**src/rtl/uart_frame_parser.sv**
```systemverilog
// ---------------------------------------------------------------------------
// uart_frame_parser
//
// This block sits after the UART byte receiver. It turns the receiver's byte
// strobes into checked command frames with this layout:
//     SYNC, CMD, LEN, LEN payload bytes, CHK
// CHK is the 8-bit XOR of CMD, LEN and every payload byte. SYNC is not part
// of the checksum.
//
// Inside a frame, the gap between two bytes is measured in sample_tick
// pulses. If the gap reaches TIMEOUT_TICKS, the partial frame is discarded.
//
// A finished frame is held on the frame_* outputs with frame_valid high.
// It is released when the downstream side handshakes it.
//
// Handshake (frame_valid / frame_ready):
//   The transfer happens on the rising clk_50MHz edge where frame_valid and
//   frame_ready are both high. While frame_valid is high, frame_cmd,
//   frame_len and frame_payload do not change. frame_valid does not depend
//   combinationally on frame_ready. frame_valid drops in the cycle after the
//   transfer.
//
// Ports:
//   clk_50MHz      in   system clock
//   reset          in   asynchronous, active-high reset
//   sample_tick    in   oversampling tick from the baud generator
//   rx_valid       in   one-cycle strobe: rx_data holds a new byte
//   rx_data[7:0]   in   received byte
//   frame_valid    out  complete, checked frame available (HOLD state)
//   frame_ready    in   downstream accepts the frame
//   frame_cmd[7:0] out  command byte
//   frame_len[3:0] out  payload length
//   frame_payload  out  payload, byte i at [8i+7:8i]
//   err_checksum   out  one-cycle pulse: CHK byte did not match
//   err_length     out  one-cycle pulse: LEN > MAX_LEN
//   err_timeout    out  one-cycle pulse: inter-byte timeout inside a frame
//   err_overrun    out  one-cycle pulse: byte dropped while holding a frame
//   busy           out  high in every state except IDLE
// ---------------------------------------------------------------------------
module uart_frame_parser #(
    parameter logic [7:0] SYNC_BYTE     = 8'hAA,
    parameter int         MAX_LEN       = 8,
    parameter int         TIMEOUT_TICKS = 2048
) (
    input  logic                   clk_50MHz,
    input  logic                   reset,
    input  logic                   sample_tick,
    input  logic                   rx_valid,
    input  logic [7:0]             rx_data,
    output logic                   frame_valid,
    input  logic                   frame_ready,
    output logic [7:0]             frame_cmd,
    output logic [3:0]             frame_len,
    output logic [MAX_LEN*8-1:0]   frame_payload,
    output logic                   err_checksum,
    output logic                   err_length,
    output logic                   err_timeout,
    output logic                   err_overrun,
    output logic                   busy
);

    localparam int CNT_W = $clog2(TIMEOUT_TICKS + 1);

    // The timeout fires on the tick that would bring the counter to
    // TIMEOUT_TICKS. The counter is cleared at that point, so it never
    // actually holds that value.
    localparam logic [CNT_W-1:0] TMO_LAST = CNT_W'(TIMEOUT_TICKS - 1);

    typedef enum logic [2:0] {
        S_IDLE    = 3'd0,
        S_CMD     = 3'd1,
        S_LEN     = 3'd2,
        S_PAYLOAD = 3'd3,
        S_CHECK   = 3'd4,
        S_HOLD    = 3'd5
    } state_t;

    state_t                 r_state;
    state_t                 w_state_next;

    logic [7:0]             r_cmd;
    logic [3:0]             r_len;
    logic [MAX_LEN*8-1:0]   r_payload;
    logic [7:0]             r_acc;
    logic [3:0]             r_idx;
    logic [CNT_W-1:0]       r_tmo_cnt;

    logic                   r_err_checksum;
    logic                   r_err_length;
    logic                   r_err_timeout;
    logic                   r_err_overrun;

    logic                   w_active;
    logic                   w_timeout;
    logic                   w_len_bad;
    logic                   w_len_zero;
    logic                   w_last_byte;
    logic                   w_ev_checksum;
    logic                   w_ev_length;
    logic                   w_ev_overrun;

    // ------------------------------------------------------------------
    // Shared decode used by the next-state logic and the datapath
    // ------------------------------------------------------------------
    always_comb begin
        w_active    = (r_state == S_CMD) || (r_state == S_LEN) ||
                      (r_state == S_PAYLOAD) || (r_state == S_CHECK);

        // A byte arriving in the same cycle as a tick takes priority, so a
        // timeout can only happen in a cycle with no rx_valid.
        w_timeout   = w_active && !rx_valid && sample_tick &&
                      (r_tmo_cnt >= TMO_LAST);

        w_len_bad   = (rx_data > 8'(MAX_LEN));
        w_len_zero  = (rx_data == 8'h00);
        w_last_byte = (r_idx == (r_len - 4'd1));
    end

    // ------------------------------------------------------------------
    // FSM: state register
    // ------------------------------------------------------------------
    always_ff @(posedge clk_50MHz or posedge reset) begin
        if (reset) begin
            r_state <= S_IDLE;
        end else begin
            r_state <= w_state_next;
        end
    end

    // ------------------------------------------------------------------
    // FSM: next-state logic and error events
    // ------------------------------------------------------------------
    always_comb begin
        w_state_next  = r_state;
        w_ev_checksum = 1'b0;
        w_ev_length   = 1'b0;
        w_ev_overrun  = 1'b0;

        case (r_state)
            S_IDLE: begin
                // Bytes other than SYNC are line noise and are ignored.
                if (rx_valid && (rx_data == SYNC_BYTE)) begin
                    w_state_next = S_CMD;
                end
            end

            S_CMD: begin
                if (rx_valid) begin
                    w_state_next = S_LEN;
                end else if (w_timeout) begin
                    w_state_next = S_IDLE;
                end
            end

            S_LEN: begin
                if (rx_valid) begin
                    if (w_len_bad) begin
                        w_ev_length  = 1'b1;
                        w_state_next = S_IDLE;
                    end else if (w_len_zero) begin
                        w_state_next = S_CHECK;
                    end else begin
                        w_state_next = S_PAYLOAD;
                    end
                end else if (w_timeout) begin
                    w_state_next = S_IDLE;
                end
            end

            S_PAYLOAD: begin
                if (rx_valid) begin
                    if (w_last_byte) begin
                        w_state_next = S_CHECK;
                    end
                end else if (w_timeout) begin
                    w_state_next = S_IDLE;
                end
            end

            S_CHECK: begin
                if (rx_valid) begin
                    if (rx_data == r_acc) begin
                        w_state_next = S_HOLD;
                    end else begin
                        w_ev_checksum = 1'b1;
                        w_state_next  = S_IDLE;
                    end
                end else if (w_timeout) begin
                    w_state_next = S_IDLE;
                end
            end

            S_HOLD: begin
                // The held frame has priority. Any byte arriving now is
                // lost, even a SYNC, and even if the frame leaves in this
                // same cycle.
                if (rx_valid) begin
                    w_ev_overrun = 1'b1;
                end
                if (frame_ready) begin
                    w_state_next = S_IDLE;
                end
            end

            default: begin
                w_state_next = S_IDLE;
            end
        endcase
    end

    // ------------------------------------------------------------------
    // FSM: outputs
    // Both are decoded from the state flop only, so there is no
    // combinational path from inputs to outputs.
    // ------------------------------------------------------------------
    always_comb begin
        frame_valid = (r_state == S_HOLD);
        busy        = (r_state != S_IDLE);
    end

    // ------------------------------------------------------------------
    // Datapath: frame fields, checksum, index, timeout counter, error pulses
    // ------------------------------------------------------------------
    always_ff @(posedge clk_50MHz or posedge reset) begin
        if (reset) begin
            r_cmd          <= 8'h00;
            r_len          <= 4'h0;
            r_payload      <= '0;
            r_acc          <= 8'h00;
            r_idx          <= 4'h0;
            r_tmo_cnt      <= '0;
            r_err_checksum <= 1'b0;
            r_err_length   <= 1'b0;
            r_err_timeout  <= 1'b0;
            r_err_overrun  <= 1'b0;
        end else begin
            // Each error flag is high for one cycle per event. The events
            // are mutually exclusive by construction.
            r_err_checksum <= w_ev_checksum;
            r_err_length   <= w_ev_length;
            r_err_timeout  <= w_timeout;
            r_err_overrun  <= w_ev_overrun;

            // The counter only runs inside a frame. It is cleared by every
            // received byte and after it expires.
            if (!w_active || rx_valid || w_timeout) begin
                r_tmo_cnt <= '0;
            end else if (sample_tick) begin
                r_tmo_cnt <= r_tmo_cnt + CNT_W'(1);
            end

            case (r_state)
                S_CMD: begin
                    if (rx_valid) begin
                        r_cmd     <= rx_data;
                        r_acc     <= rx_data;
                        r_payload <= '0;
                    end
                end

                S_LEN: begin
                    if (rx_valid) begin
                        r_acc <= r_acc ^ rx_data;
                        if (!w_len_bad) begin
                            r_len <= rx_data[3:0];
                            r_idx <= 4'h0;
                        end
                    end
                end

                S_PAYLOAD: begin
                    if (rx_valid) begin
                        for (int i = 0; i < MAX_LEN; i++) begin
                            if (r_idx == 4'(i)) begin
                                r_payload[i*8 +: 8] <= rx_data;
                            end
                        end
                        r_acc <= r_acc ^ rx_data;
                        r_idx <= r_idx + 4'd1;
                    end
                end

                default: begin
                end
            endcase
        end
    end

    assign frame_cmd     = r_cmd;
    assign frame_len     = r_len;
    assign frame_payload = r_payload;
    assign err_checksum  = r_err_checksum;
    assign err_length    = r_err_length;
    assign err_timeout   = r_err_timeout;
    assign err_overrun   = r_err_overrun;

endmodule

```
**config.mk**
```make
export PLATFORM = sky130hd
export DESIGN_NAME = uart_frame_parser
export DESIGN_NICKNAME = d
export VERILOG_FILES = /design/src/rtl/uart_frame_parser.sv
export SDC_FILE = /design/constraint.sdc
export NUM_CORES = 1
export LEC_CHECK = 0
export BUFFER_PORTS_ARGS = -buffer_cell sky130_fd_sc_hd__buf_2
export CAP_MARGIN = 25
export CORE_ASPECT_RATIO = 1.1
export CORE_MARGIN = 2
export CORE_UTILIZATION = 55
export CTS_CLUSTER_SIZE = 20
export DETAILED_ROUTE_END_ITERATION = 16
export PLACE_DENSITY = 0.8
export SETUP_SLACK_MARGIN = 0.3
export SLEW_MARGIN = 20
export SYNTH_ARGS = -nofsm -noshare
export SYNTH_HDL_FRONTEND = slang
export SYNTH_SLANG_ARGS = --single-unit
```
**constraint.sdc**
```tcl
create_clock -name clk_50MHz -period 4.3 [get_ports clk_50MHz]
set_clock_uncertainty 0.1 [all_clocks]
set_input_delay 0.215 -clock clk_50MHz [delete_from_list [all_inputs] [get_ports clk_50MHz]]
set_output_delay 0.215 -clock clk_50MHz [all_outputs]
set_load 0.02 [all_outputs]
```
==> reports/qor.yml <==
hold_path:
  hold_end: "r_acc[6]"
  hp-class: "in -> reg"
  hold_depth: 3
  min_from: "rx_data[6]"
global_routing:
  met1_usage_pct: 31.6
  top_usage_layer: "met2"
  antenna_found_initial: 0
  grt_pass1_wl_um: 16600
  grt_util_met2_pct: 38.3
  grt_use_met3_pct: 4.11
  grt_remaining_overflow: 0
  grt_pass1_vias: 3342
  grtUsageTotal_pct: 23.3
  grt_max_degree: 73
floorplanning:
  core_mm2: 0.00832
  start_util_pct: 55.9
  ioPinCount: 95
  die-area_mm2: 0.00921
  rows: 35
  fp.dieW_um: 91.7
  fp.dieH_um: 100
sta:
  finalHoldViolCount: 0
  finalSetupViolCount: 0
  finalCriticalPeriod_ps: 2250
  slew_headroom_pct: 41.5
  fmax_mhz: 445
  tns_ps: 0
  tightest_slew_ps: 866
  timing.final.crit_share_pct: 52.3
  fin_ws_ps: 2050
  finalMaxSlewViolations: 0
  rsz0062_at_grt: "no"
finish:
  fillers: 662
  fin_cells: 665
  drive_gt1_share_pct: 23.6
  syn2layout_area_growth_pct: 15.9
  nNetsFinal: 568
  antennaDiodeCount: 0
worst_setup_path:
  arrival_ps: 2410
  worst_ep_required_time_ps: 4460
  rr_startpoint: "r_state[0]"
  path_class: "reg -> reg"
  r2r_end: "r_tmo_cnt[7]"
  cp-start-kind: "flip-flop"
  cp-end-kind: "flip-flop"
  cp_max_fo: 12
  timing.reg2reg.setup_slack_ps: 2050
  worstRegToRegCells: 5
synthesis:
  yosys_register_bits: 107
  ys.flop_type: "dfrtp_1"
  synthTopCellsByArea: "dfrtp_1, nand2_1, o21ai_0"
  avgSynthCellArea_um2: 10.1
  synthTopCellsByCount: "nand2_1, dfrtp_1, o21ai_0"
  synth_top_area_share_pct: 57.5
  yosysMostFrequentCell: "nand2_1"
  synth_edf_count: 0
  synth_top_family_by_area: "simple AND/OR/NAND/NOR gates"
  synth-xor-area-share_pct: 6.02
  yosys_warnings: 0
  yosysSeqAreaShare_pct: 57.5
  synth-simple-area-share_pct: 16.4
  synth_compound_area_share_pct: 12.6
  async_flop_share_pct: 100
  synth_cells: 462
  synth_nets: 481
  muxShareOfSynthArea_pct: 2.90
  netlist.top_cell.by_area: "dfrtp_1"
  ys_types: 46
  synth_fa_ha_area_share_pct: 1.61
  netlist_area_mm2: 0.00465
route:
  dr.first_iter.drc_count: 206
  vias_per_cell: 5.42
  ant_nets: 0
  vias: 3601
  post-route-drc-count: 0
  route.detailed.wl_per_inst_um: 15.6
  dr.pass1.iters: 5
  wirelength_um: 10400
clock_network:
  clockRootBuffer: "clkbuf_8"
  cts_tree: "yes"
  cts_buffers: 9
  cts_sinks: 107
  cts_buffer_depth: 2
  h-tree-depth: 3
  cts_setup_buffers: 0
  path_clk_slew_ps: 110
  insertion_delay_ps: 380
place:
  dp_slack_ps: 2100
  finalWeightedCongestion: 0.825
  hpwl_um: 7220
  placed_cells: 648
  io_buffers: 94
power:
  ir_drop_v: 0.000433
  powerDensity_mw_per_mm2: 732
  p_leak_nw: 2.70
  finalPower_mw: 3.95
outcome:
  status: "finished, final reports clean"
run:
  maxCapViolations: 0
[area by class of cell]
| type | instances | area, um^2 | area share, % |
|---|---|---|---|
| Clock inverter | 6 | 67.6 | 1.25 |
| Timing Repair Buffer | 96 | 488 | 9.05 |
| Clock buffer | 10 | 138 | 2.55 |
| Inverter | 11 | 43.8 | 0.812 |
| Multi-Input combinational cell | 324 | 1840 | 34.1 |
| Sequential cell | 107 | 2680 | 49.6 |
| Tap cell | 111 | 139 | 2.57 |
[where the power goes]
part,switching (mW),internal [mW],total [mW]
clock,0.376,0.244,0.620
sequential,0.254,1.39,1.64
combinational,1.11,0.573,1.69
total,1.75,2.20,3.95
[registers in the layout (all words and copies together) (netlist names)]
| register | count |
|---|---|
| err_timeout | 1 |
| err_overrun | 1 |
| frame_cmd | 8 |
| r_tmo_cnt | 12 |
| frame_payload | 64 |
| frame_len | 4 |
| r_acc | 8 |
| r_state | 3 |
| err_checksum | 1 |
| r_idx | 4 |
| err_length | 1 |
[how the worst max path moves through the flow]
stage / startpoint / endpoint / slack, ps / depth (start not counted)
final: r_state[0] / r_tmo_cnt[7] / 2050 / 5
after global routing: r_state[0] / r_tmo_cnt[11] / 1880 / 5
after CTS: r_state[0] / busy / 2090 / 3
after detailed placement: r_state[0] / r_tmo_cnt[7] / 2100 / 5
after global placement: r_state[0] / r_tmo_cnt[7] / 2220 / 5
after floorplan: reset / err_checksum / 1170 / 1
[cell usage in the layout (no fill, tap or decap), types with 2 or more instances in the layout]
| cell | synthesis | routed |
|---|---|---|
| nand2_1 | 109 | 109 |
| dfrtp_1 | 107 | 107 |
| buf_2 | 2 | 94 |
| o21ai_0 | 69 | 69 |
| nor2_1 | 23 | 23 |
| xnor2_1 | 17 | 17 |
| xor2_1 | 15 | 15 |
| mux2_2 | 12 | 12 |
| inv_1 | 11 | 10 |
| clkbuf_8 | 0 | 10 |
| nand3_1 | 8 | 8 |
| a21o_1 | 7 | 7 |
| nor3_1 | 7 | 7 |
| ha_1 | 6 | 6 |
| and3_1 | 5 | 5 |
| a21oi_1 | 5 | 5 |
| and2_1 | 4 | 4 |
| nor2b_1 | 3 | 3 |
| nand2b_1 | 3 | 3 |
| a31o_2 | 3 | 3 |
| nand4_1 | 3 | 3 |
| inv_6 | 0 | 3 |
| o41ai_1 | 2 | 2 |
| nor3b_1 | 2 | 2 |
| o211ai_1 | 2 | 2 |
| clkinv_8 | 0 | 2 |
[stage by stage]
stage / hold slack (ps) / util (%) / area, um^2
after global routing: 64.7 / 64.8 / 5390
after global placement: 343 / 62.2 / 5180
after detailed placement: 352 / 62.2 / 5180
after CTS: 41.1 / 64.8 / 5390
after floorplan: 266 / - / 4650
final: 55.3 / 64.8 / 5390
[worst max-delay path: stages (launching register included)]
cell,delay [ps]
dfrtp_1,500
nor3_1,700
o41ai_1,300
nor3_1,320
xnor2_1,160
nor2_1,50
[cell families after synthesis]
group / count (synthesis)
flops: 107
compound gates: 99
fa+ha+maj: 6
buf+inv: 31
mux: 12
simple gates: 175
xor+xnor: 32
[metal layers]
metal	up-vias	wire (um)
li1	1727	-
met1	1762	4410
met2	104	5340
met3	8	512
met4	0	120
met5	-	0
[what timing repair did]
item	4_1_cts	5_1_grt
setup endpoints to repair	0	0
resized for setup	0	0
endpoints found under the hold margin	71	0
hold buffers	1	0
No activity file was read; power rests on OpenSTA's default activity.
